## config.mk

```make
export PLATFORM = sky130hd
export DESIGN_NAME = mem_port_arbiter_flat
export DESIGN_NICKNAME = d
export VERILOG_FILES = /design/src/rtl/mem_port_arbiter_if.sv /design/src/rtl/mem_port_arbiter.sv /design/src/flat_wrapper.sv
export SDC_FILE = /design/constraint.sdc
export NUM_CORES = 1
export LEC_CHECK = 0
export BUFFER_PORTS_ARGS = -buffer_cell sky130_fd_sc_hd__clkbuf_2
export CAP_MARGIN = 20
export CORE_AREA = 2 2 116 118
export CTS_CLUSTER_DIAMETER = 120
export CTS_CLUSTER_SIZE = 14
export DETAILED_ROUTE_END_ITERATION = 7
export DIE_AREA = 0 0 118 120
export PLACE_DENSITY = 0.43
export SETUP_SLACK_MARGIN = 0.1
export SYNTH_ARGS = -nofsm -noshare
export SYNTH_HDL_FRONTEND = slang
export SYNTH_SLANG_ARGS = --single-unit
```

## constraint.sdc

```tcl
create_clock -name clk -period 3.1 [get_ports clk]
set_input_delay 0.31 -clock clk [delete_from_list [all_inputs] [get_ports clk]]
set_output_delay 0.31 -clock clk [all_outputs]
set_load 0.05 [all_outputs]
```

## src/rtl/mem_port_arbiter_if.sv

```systemverilog
// Bundle of requester (core, loader) and memory-macro signals around mem_port_arbiter.
// slave is the arbiter's view; master is the environment driving requests and memory data.
interface mem_port_arbiter_if #(
    parameter int unsigned ADDR_WIDTH = 32,
    parameter int unsigned DATA_WIDTH = 32
);
    logic                  core_req_i;
    logic                  core_we_i;
    logic [ADDR_WIDTH-1:0] core_addr_i;
    logic [DATA_WIDTH-1:0] core_wdata_i;
    logic                  core_gnt_o;
    logic                  core_rvalid_o;
    logic [DATA_WIDTH-1:0] core_rdata_o;

    logic                  ldr_req_i;
    logic                  ldr_we_i;
    logic [ADDR_WIDTH-1:0] ldr_addr_i;
    logic [DATA_WIDTH-1:0] ldr_wdata_i;
    logic                  ldr_gnt_o;
    logic                  ldr_rvalid_o;
    logic [DATA_WIDTH-1:0] ldr_rdata_o;

    logic [ADDR_WIDTH-1:0] mem_addr_o;
    logic [DATA_WIDTH-1:0] mem_wdata_o;
    logic                  mem_we_o;
    logic [DATA_WIDTH-1:0] mem_rdata_i;

    modport slave (
        input  core_req_i, core_we_i, core_addr_i, core_wdata_i,
        input  ldr_req_i, ldr_we_i, ldr_addr_i, ldr_wdata_i,
        input  mem_rdata_i,
        output core_gnt_o, core_rvalid_o, core_rdata_o,
        output ldr_gnt_o, ldr_rvalid_o, ldr_rdata_o,
        output mem_addr_o, mem_wdata_o, mem_we_o
    );

    modport master (
        output core_req_i, core_we_i, core_addr_i, core_wdata_i,
        output ldr_req_i, ldr_we_i, ldr_addr_i, ldr_wdata_i,
        output mem_rdata_i,
        input  core_gnt_o, core_rvalid_o, core_rdata_o,
        input  ldr_gnt_o, ldr_rvalid_o, ldr_rdata_o,
        input  mem_addr_o, mem_wdata_o, mem_we_o
    );
endinterface

```

## src/rtl/mem_port_arbiter.sv

```systemverilog
// Round-robin arbiter with bounded bursts sharing one memory port between core and loader.
// Grants are combinational; read data returns to the issuing requester one cycle later.
module mem_port_arbiter #(
    parameter int unsigned ADDR_WIDTH = 32,
    parameter int unsigned DATA_WIDTH = 32,
    parameter int unsigned MAX_BURST  = 8
) (
    input logic              clk,
    input logic              reset,
    mem_port_arbiter_if.slave bus
);
    localparam int unsigned CntW = $clog2(MAX_BURST + 1);
    localparam logic [CntW-1:0] MaxCnt = CntW'(MAX_BURST);
    localparam logic [CntW-1:0] OneCnt = CntW'(1);

    typedef enum logic [1:0] {StIdle, StOwnCore, StOwnLdr} state_e;
    typedef enum logic {OwnerCore, OwnerLdr} owner_e;

    state_e          state_q, state_d;
    logic [CntW-1:0] burst_cnt_q, burst_cnt_d;
    owner_e          last_owner_q, last_owner_d;
    logic            core_rvalid_q, core_rvalid_d;
    logic            ldr_rvalid_q, ldr_rvalid_d;

    logic            gnt_core, gnt_ldr;
    logic            core_req, ldr_req;
    logic            burst_open;
    logic [CntW-1:0] burst_inc;

    logic [ADDR_WIDTH-1:0] mem_addr_d;
    logic [DATA_WIDTH-1:0] mem_wdata_d;
    logic                  mem_we_d;
    logic                  core_rvalid_out, ldr_rvalid_out;

    assign core_req   = bus.core_req_i;
    assign ldr_req    = bus.ldr_req_i;
    assign burst_open = (burst_cnt_q < MaxCnt);
    assign burst_inc  = burst_open ? (burst_cnt_q + OneCnt) : MaxCnt;

    always_comb begin
        gnt_core = 1'b0;
        gnt_ldr  = 1'b0;
        unique case (state_q)
            StIdle: begin
                // On a tie, whoever was served last yields.
                if (core_req && ldr_req) begin
                    if (last_owner_q == OwnerLdr) gnt_core = 1'b1;
                    else                          gnt_ldr  = 1'b1;
                end else if (core_req) begin
                    gnt_core = 1'b1;
                end else if (ldr_req) begin
                    gnt_ldr = 1'b1;
                end
            end
            StOwnCore: begin
                if (core_req && (!ldr_req || burst_open)) gnt_core = 1'b1;
                else if (ldr_req)                         gnt_ldr  = 1'b1;
            end
            StOwnLdr: begin
                if (ldr_req && (!core_req || burst_open)) gnt_ldr  = 1'b1;
                else if (core_req)                        gnt_core = 1'b1;
            end
            default: begin
                gnt_core = 1'b0;
                gnt_ldr  = 1'b0;
            end
        endcase
        if (reset) begin
            gnt_core = 1'b0;
            gnt_ldr  = 1'b0;
        end
    end

    always_comb begin
        state_d      = state_q;
        burst_cnt_d  = burst_cnt_q;
        last_owner_d = last_owner_q;
        if (gnt_core) begin
            state_d      = StOwnCore;
            last_owner_d = OwnerCore;
            burst_cnt_d  = (state_q == StOwnCore) ? burst_inc : OneCnt;
        end else if (gnt_ldr) begin
            state_d      = StOwnLdr;
            last_owner_d = OwnerLdr;
            burst_cnt_d  = (state_q == StOwnLdr) ? burst_inc : OneCnt;
        end else begin
            state_d     = StIdle;
            burst_cnt_d = '0;
        end
        core_rvalid_d = gnt_core & ~bus.core_we_i;
        ldr_rvalid_d  = gnt_ldr & ~bus.ldr_we_i;
    end

    always_ff @(posedge clk) begin
        if (reset) begin
            state_q       <= StIdle;
            burst_cnt_q   <= '0;
            last_owner_q  <= OwnerLdr;
            core_rvalid_q <= 1'b0;
            ldr_rvalid_q  <= 1'b0;
        end else begin
            state_q       <= state_d;
            burst_cnt_q   <= burst_cnt_d;
            last_owner_q  <= last_owner_d;
            core_rvalid_q <= core_rvalid_d;
            ldr_rvalid_q  <= ldr_rvalid_d;
        end
    end

    always_comb begin
        mem_addr_d  = '0;
        mem_wdata_d = '0;
        mem_we_d    = 1'b0;
        if (gnt_core) begin
            mem_addr_d  = bus.core_addr_i;
            mem_wdata_d = bus.core_wdata_i;
            mem_we_d    = bus.core_we_i;
        end else if (gnt_ldr) begin
            mem_addr_d  = bus.ldr_addr_i;
            mem_wdata_d = bus.ldr_wdata_i;
            mem_we_d    = bus.ldr_we_i;
        end
    end

    // A read issued just before reset must not surface while reset is held.
    assign core_rvalid_out = core_rvalid_q & ~reset;
    assign ldr_rvalid_out  = ldr_rvalid_q & ~reset;

    assign bus.core_gnt_o    = gnt_core;
    assign bus.ldr_gnt_o     = gnt_ldr;
    assign bus.mem_addr_o    = mem_addr_d;
    assign bus.mem_wdata_o   = mem_wdata_d;
    assign bus.mem_we_o      = mem_we_d;
    assign bus.core_rvalid_o = core_rvalid_out;
    assign bus.ldr_rvalid_o  = ldr_rvalid_out;
    assign bus.core_rdata_o  = core_rvalid_out ? bus.mem_rdata_i : '0;
    assign bus.ldr_rdata_o   = ldr_rvalid_out ? bus.mem_rdata_i : '0;

    a_gnt_exclusive: assert property (@(posedge clk) !(gnt_core && gnt_ldr));
    a_we_needs_gnt:  assert property (@(posedge clk) mem_we_d |-> (gnt_core || gnt_ldr));
    a_burst_bound:   assert property (@(posedge clk) disable iff (reset) burst_cnt_q <= MaxCnt);
endmodule

```

## src/flat_wrapper.sv

```systemverilog
// flat-port wrapper written by rule: the top's interface ports become plain ports
module mem_port_arbiter_flat 
#(
    parameter int unsigned ADDR_WIDTH = 32,
    parameter int unsigned DATA_WIDTH = 32,
    parameter int unsigned MAX_BURST  = 8
)
  (clk, reset, bus_core_req_i, bus_core_we_i, bus_core_addr_i, bus_core_wdata_i, bus_ldr_req_i, bus_ldr_we_i, bus_ldr_addr_i, bus_ldr_wdata_i, bus_mem_rdata_i, bus_core_gnt_o, bus_core_rvalid_o, bus_core_rdata_o, bus_ldr_gnt_o, bus_ldr_rvalid_o, bus_ldr_rdata_o, bus_mem_addr_o, bus_mem_wdata_o, bus_mem_we_o);
  mem_port_arbiter_if #(.ADDR_WIDTH(ADDR_WIDTH), .DATA_WIDTH(DATA_WIDTH)) bus_i ();
  input logic clk;
  input logic reset;
  input wire logic [$bits(bus_i.core_req_i)-1:0] bus_core_req_i;
  input wire logic [$bits(bus_i.core_we_i)-1:0] bus_core_we_i;
  input wire logic [$bits(bus_i.core_addr_i)-1:0] bus_core_addr_i;
  input wire logic [$bits(bus_i.core_wdata_i)-1:0] bus_core_wdata_i;
  input wire logic [$bits(bus_i.ldr_req_i)-1:0] bus_ldr_req_i;
  input wire logic [$bits(bus_i.ldr_we_i)-1:0] bus_ldr_we_i;
  input wire logic [$bits(bus_i.ldr_addr_i)-1:0] bus_ldr_addr_i;
  input wire logic [$bits(bus_i.ldr_wdata_i)-1:0] bus_ldr_wdata_i;
  input wire logic [$bits(bus_i.mem_rdata_i)-1:0] bus_mem_rdata_i;
  output wire logic [$bits(bus_i.core_gnt_o)-1:0] bus_core_gnt_o;
  output wire logic [$bits(bus_i.core_rvalid_o)-1:0] bus_core_rvalid_o;
  output wire logic [$bits(bus_i.core_rdata_o)-1:0] bus_core_rdata_o;
  output wire logic [$bits(bus_i.ldr_gnt_o)-1:0] bus_ldr_gnt_o;
  output wire logic [$bits(bus_i.ldr_rvalid_o)-1:0] bus_ldr_rvalid_o;
  output wire logic [$bits(bus_i.ldr_rdata_o)-1:0] bus_ldr_rdata_o;
  output wire logic [$bits(bus_i.mem_addr_o)-1:0] bus_mem_addr_o;
  output wire logic [$bits(bus_i.mem_wdata_o)-1:0] bus_mem_wdata_o;
  output wire logic [$bits(bus_i.mem_we_o)-1:0] bus_mem_we_o;
  assign bus_i.core_req_i = bus_core_req_i;
  assign bus_i.core_we_i = bus_core_we_i;
  assign bus_i.core_addr_i = bus_core_addr_i;
  assign bus_i.core_wdata_i = bus_core_wdata_i;
  assign bus_i.ldr_req_i = bus_ldr_req_i;
  assign bus_i.ldr_we_i = bus_ldr_we_i;
  assign bus_i.ldr_addr_i = bus_ldr_addr_i;
  assign bus_i.ldr_wdata_i = bus_ldr_wdata_i;
  assign bus_i.mem_rdata_i = bus_mem_rdata_i;
  assign bus_core_gnt_o = bus_i.core_gnt_o;
  assign bus_core_rvalid_o = bus_i.core_rvalid_o;
  assign bus_core_rdata_o = bus_i.core_rdata_o;
  assign bus_ldr_gnt_o = bus_i.ldr_gnt_o;
  assign bus_ldr_rvalid_o = bus_i.ldr_rvalid_o;
  assign bus_ldr_rdata_o = bus_i.ldr_rdata_o;
  assign bus_mem_addr_o = bus_i.mem_addr_o;
  assign bus_mem_wdata_o = bus_i.mem_wdata_o;
  assign bus_mem_we_o = bus_i.mem_we_o;
  mem_port_arbiter #(.ADDR_WIDTH(ADDR_WIDTH), .DATA_WIDTH(DATA_WIDTH), .MAX_BURST(MAX_BURST)) u_core (.clk(clk), .reset(reset), .bus(bus_i));
endmodule
```

* Yosys cells after proc, flatten, opt, wreduce, memory -nomap -nowiden
Cells that the tools add are included.
** Storage, ports and cells
- Flip-flop bits (word level) :: 9
- Bits of input ports :: 166
- Output and inout bits :: 133
- Logic and storage cells :: 59
** Operators by class
- Add/subtract/negate cells :: 1
- Order comparisons :: 1
- Eq/ne operators :: 2
- Muxes and demuxes :: 32
- Bitwise logic cells :: 7
- Reductions and logical operators :: 10
** Operator list (number)
- 32-bit 2-to-1 mux :: 6
- 4-bit 2-to-1 mux :: 5
- 1-bit 2-to-1 mux :: 18
- 1-bit case mux with 3 select lines :: 2
- 4-bit by 1-bit adder with 4-bit output (second input constant) :: 1
- 1-bit AND :: 4
- 4-bit < comparator (second input constant) :: 1
- 1-bit logical AND :: 3
- 1-bit inverter :: 3
- 2-bit by 1-bit equality test with 1-bit output (second input constant) :: 1
- 2-bit equality test (second input constant) :: 1
- 1-bit zero test :: 2
- 2-bit zero test :: 1
- 1-bit logical OR :: 2
- 2-bit 2-to-1 mux :: 1
- 2-bit nonzero test :: 1
- 2-bit OR reduction :: 1

* Longest topological paths before layout
- Depth after elaboration :: 8
- Gate-level depth with buffers :: 8

* Worst setup path after synthesis
No wires, ideal clock.
- Path type :: register -> output
- Start :: register u_core.burst_cnt_q[3]
- End :: output bus_mem_wdata_o[23]
- Arrival time :: 2103 ps
- Required time :: 2790 ps
- Setup slack :: 687 ps
- Cell stages (with the launch flop) :: 7
- Path buffers :: 2
- Cells stage by stage :: dfxtp_1 -> buf_6 -> mux2i_1 -> o22ai_2 -> nor2_1 -> clkbuf_1 -> a22o_1
** RTL lines
- start, declared :: RTL line mem_port_arbiter.sv:20 : logic [CntW-1:0] burst_cnt_q, burst_cnt_d;
- start signal, assigned :: RTL line mem_port_arbiter.sv:103 : burst_cnt_q <= burst_cnt_d;
- 4-bit < comparator (*) :: RTL line mem_port_arbiter.sv:37 : assign burst_open = (burst_cnt_q < MaxCnt);
- 1-bit logical OR, on equally long branches :: RTL line mem_port_arbiter.sv:60, mem_port_arbiter.sv:56
- 1-bit logical AND, on equally long branches :: RTL line mem_port_arbiter.sv:60, mem_port_arbiter.sv:56
- 1-bit 2-to-1 mux, on equally long branches :: RTL line mem_port_arbiter.sv:60, mem_port_arbiter.sv:56
- 1-bit case mux with 3 select lines (*) :: RTL line mem_port_arbiter.sv:43 : unique case (state_q)
- 1-bit 2-to-1 mux (*) :: RTL line mem_port_arbiter.sv:68 : if (reset) begin
- net bus_core_gnt_o :: RTL line flat_wrapper.sv:21 : output wire logic [$bits(bus_i.core_gnt_o)-1:0] bus_core_gnt_o;
- 32-bit 2-to-1 mux (*) :: RTL line mem_port_arbiter.sv:114 : if (gnt_core) begin
- end, declared :: RTL line flat_wrapper.sv:28 : output wire logic [$bits(bus_i.mem_wdata_o)-1:0] bus_mem_wdata_o;
The timed path passes the listed nets; every way through them passes the cells marked *.

* Worst setup path in the final report
- Start :: register u_core.burst_cnt_q[3]
- End :: output bus_mem_wdata_o[15]
** On the way
- Longest elaborated chain between the ends :: 8
** RTL lines
- 4-bit < comparator (*) :: RTL line mem_port_arbiter.sv:37
- 1-bit logical OR, on equally long branches :: RTL line mem_port_arbiter.sv:60, mem_port_arbiter.sv:56
- 1-bit logical AND, on equally long branches :: RTL line mem_port_arbiter.sv:60, mem_port_arbiter.sv:56
- 1-bit 2-to-1 mux, on equally long branches :: RTL line mem_port_arbiter.sv:60, mem_port_arbiter.sv:56
- 1-bit case mux with 3 select lines :: RTL line mem_port_arbiter.sv:43
- 1-bit 2-to-1 mux :: RTL line mem_port_arbiter.sv:68
- 32-bit 2-to-1 mux :: RTL line mem_port_arbiter.sv:118 : end else if (gnt_ldr) begin
- 32-bit 2-to-1 mux (*) :: RTL line mem_port_arbiter.sv:114
Mark *: on every way between the ends. The rest lies on a longest branch, timed or not.

==> impl_metrics.tcl <==
set metrics [dict create \
    min_period_over_period_pct 90.8 \
    setup_ws_ps 286 \
    critical_path_class "reg -> out" \
    drc 0 \
    critical_path_arrival_ps 2500 \
    timing.hold.ws_ps 264 \
    grt_pass1_wl_um 13700 \
    synth_edf_count 0 \
    power_frac_seq_pct 13.0 \
    grt_pass1_vias 2704 \
    timing.final.setup_violations 0 \
    fp.dieW_um 118 \
    synth_common_cells "a22o_1, and2_1, clkbuf_1, dfxtp_1, buf_2" \
    area_growth_pct 106 \
    viasPerCell 4.09 \
    slowest_stage "dfxtp_1" \
    powerDensity_nw_per_um2 307 \
    grt_max_degree 68 \
    cpPeakStageDelay_ps 490 \
    timing.setup.tns_ps 0 \
    dp_hpwl_um 8060 \
    io_pins 299 \
    overflow 0 \
    path_cells "mux2_4, a221oi_4, nand2_2, inv_4, buf_12, a22o_1, clkbuf_2" \
    status "finished, final reports clean" \
    cts_tree "built" \
    fin_crit_ps 2810 \
    drive_gt1_share_pct 64.1 \
    ir_drop_mv 0.181 \
    drt-initial-drc-count 54 \
    finalPower_mw 1.01 \
    start_util_pct 12.3 \
    coreArea_sq_um 13000 \
    worst_slew_pin_slew_ps 394 \
    wl_um 9130 \
    r2r_setup_slack_ps 1540 \
    clock_latency_ps 230 \
    ctsLongestPathBuffers 2 \
    holdPathEnd "u_core.ldr_rvalid_q" \
    antenna_found_initial 0 \
    cts_buffers 3 \
    power_leakage_nw 1.96 \
    r2r_start "u_core.burst_cnt_q[3]" \
    fmax_mhz 355 \
    die-area_sq_um 14200 \
    clkPwrFrac_pct 22.3 \
    seq_area_frac_synth_pct 11.3 \
    nets 653 \
    timing.rr.end "u_core.burst_cnt_q[3]" \
    r2r_cells 4 \
    swShare_pct 50.9 \
    gp_congestion 0.781 \
    yosysWarnings 0 \
    slew_viol_final 0 \
    path_buf_inv 3 \
    vias 2704 \
    min_from "bus_ldr_we_i" \
    p_switching_mw 0.515 \
    cp-start-kind "register" \
    async_flop_share_pct 0 \
    grt_use_total_pct 11.8 \
    path_clk_slew_ps 40 \
    critPathMaxFanout 50 \
    h-tree-depth 1 \
    diodes 0 \
    postSynthCellCount 202 \
    hold_path.class "in -> reg" \
    dp_slack_ps 507 \
    synth_area_leaders "a22o_1, and2_1, dfxtp_1" \
    cts_sinks 9 \
    avgSynthCellArea_sq_um 7.90 \
    yosysTopAreaCell "a22o_1" \
    synth_top_area_share_pct 35.7 \
    cts_root_buf "clkbuf_16" \
    synth_ff_type "dfxtp_1" \
    dr.pass1.iters 4 \
    maxCapViolCount 0 \
    rows 42 \
    whs_path_depth 2 \
    rsz0062_at_grt "no" \
    wl_per_cell_um 13.8 \
    max-slew-margin-rel_pct 73.7 \
    syn_area_sq_um 1600 \
    synth_seq_cells 9 \
    p_comb_share_pct 64.7 \
    endpoint_kind "primary output" \
    die_h_um 120 \
    finalHoldViolations 0 \
    p_int_mw 0.497 \
    synth_most_common_cell "a22o_1" \
    syn_nets 369 \
    cpLargestDelayFamily "buffers and inverters" \
    clock_skew_ps 0.636 \
    required_ps 2790 \
    port_buffers 298 \
    antenna_left 0 \
    yosysUniqueCellTypes 33 \
]
-- power groups by stage --
stage	sequential (mW)	combinational (mW)	clock (mW)
2_1_floorplan	0.127	0.449	0
3_3_place_gp	0.132	0.656	0
3_5_place_dp	0.133	0.659	0
4_1_cts	0.131	0.661	0.233
5_1_grt	0.132	0.693	0.240
6_report	0.131	0.655	0.226
-- worst max path at each step --
stage,startpoint,to,slack (ps),cells after the start
CTS,u_core.burst_cnt_q[3],bus_mem_wdata_o[31],260,7
detailed placement,u_core.burst_cnt_q[3],bus_mem_wdata_o[31],510,7
finish,u_core.burst_cnt_q[3],bus_mem_wdata_o[15],290,7
global placement,u_core.burst_cnt_q[3],bus_mem_wdata_o[15],570,7
floorplan,u_core.burst_cnt_q[3],bus_mem_wdata_o[23],690,6
global route,u_core.burst_cnt_q[3],bus_mem_wdata_o[31],130,7
-- final cells by class --
cell class	count	area, sq um
clock buffer	4	78.8
inverter	4	17.5
fill	1453	9690
multi-input combinational	166	1250
timing repair buffer	302	1550
tap	176	220
sequential	9	180
-- flip-flops by register name (all words and copies together) (netlist names) --
signal	count
u_core.state_q	2
u_core.ldr_rvalid_q	1
u_core.core_rvalid_q	1
u_core.burst_cnt_q	4
u_core.last_owner_q	1
-- kinds of logic after synthesis --
kind of cell               count (synthesis)  share of synthesized area (%)
xor gates and xnor gates                   1                          0.549
AOI/OAI and AO/OA                         73                           40.7
buffers and inverters                     27                           11.0
DFF                                        9                           11.3
adders and majority gates                  1                          0.784
muxes                                      2                           1.57
and+or+nand+nor                           89                           34.1
-- cells in the final DEF (no fill, tap or decap), drive strengths merged --
cell type,netlist,routed
clkbuf,9,302
a22o,65,65
and2,64,64
dfxtp,9,9
nor2,6,6
nor2b,4,4
inv,3,4
nand2,4,4
buf,14,4
nor3,2,2
nand3b,2,2
a2111oi,2,2
mux2,1,1
a221oi,1,1
nor4bb,1,1
mux2i,1,1
nand2b,1,1
o22ai,1,1
nor3b,1,1
or3,1,1
o21ai,1,1
and3b,1,1
a21oi,1,1
xnor2,1,1
nand4,1,1
nand4b,1,1
a31oi,1,1
a211oi,1,1
ha,1,1
-- metrics by stage --
stage,area (sq um),util (%),std cells
2_1_floorplan,1600,-,202
3_3_place_gp,3210,24.7,657
3_5_place_dp,3210,24.7,657
4_1_cts,3290,25.3,661
5_1_grt,3290,25.4,661
6_report,3290,25.4,661
-- worst register-to-register path: cells and delay by family, from the launching register on --
kind,cells,cell delay [ps]
muxes,1,360
DFF,1,490
AOI/OAI and AO/OA,2,490
and+or+nand+nor,1,130
-- per-layer routing --
metal | GRT usage, % | vias up | wire length, um
met4 | 1.58 | 0 | 55
met2 | 23.1 | 186 | 4750
met3 | 2.90 | 6 | 847
li1 | - | 1311 | -
met5 | 0 | - | 0
met1 | 13.1 | 1201 | 3470
-- what timing repair did --
| action | CTS | global route |
|---|---|---|
| hold buffers | 0 | 0 |
| endpoints found under the hold margin | 0 | 0 |
| endpoints found under the setup margin | 0 | 1 |
| gates resized for setup | 0 | 1 |
| buffers inserted | 0 | 0 |
(Power assumes the default switching activity.)
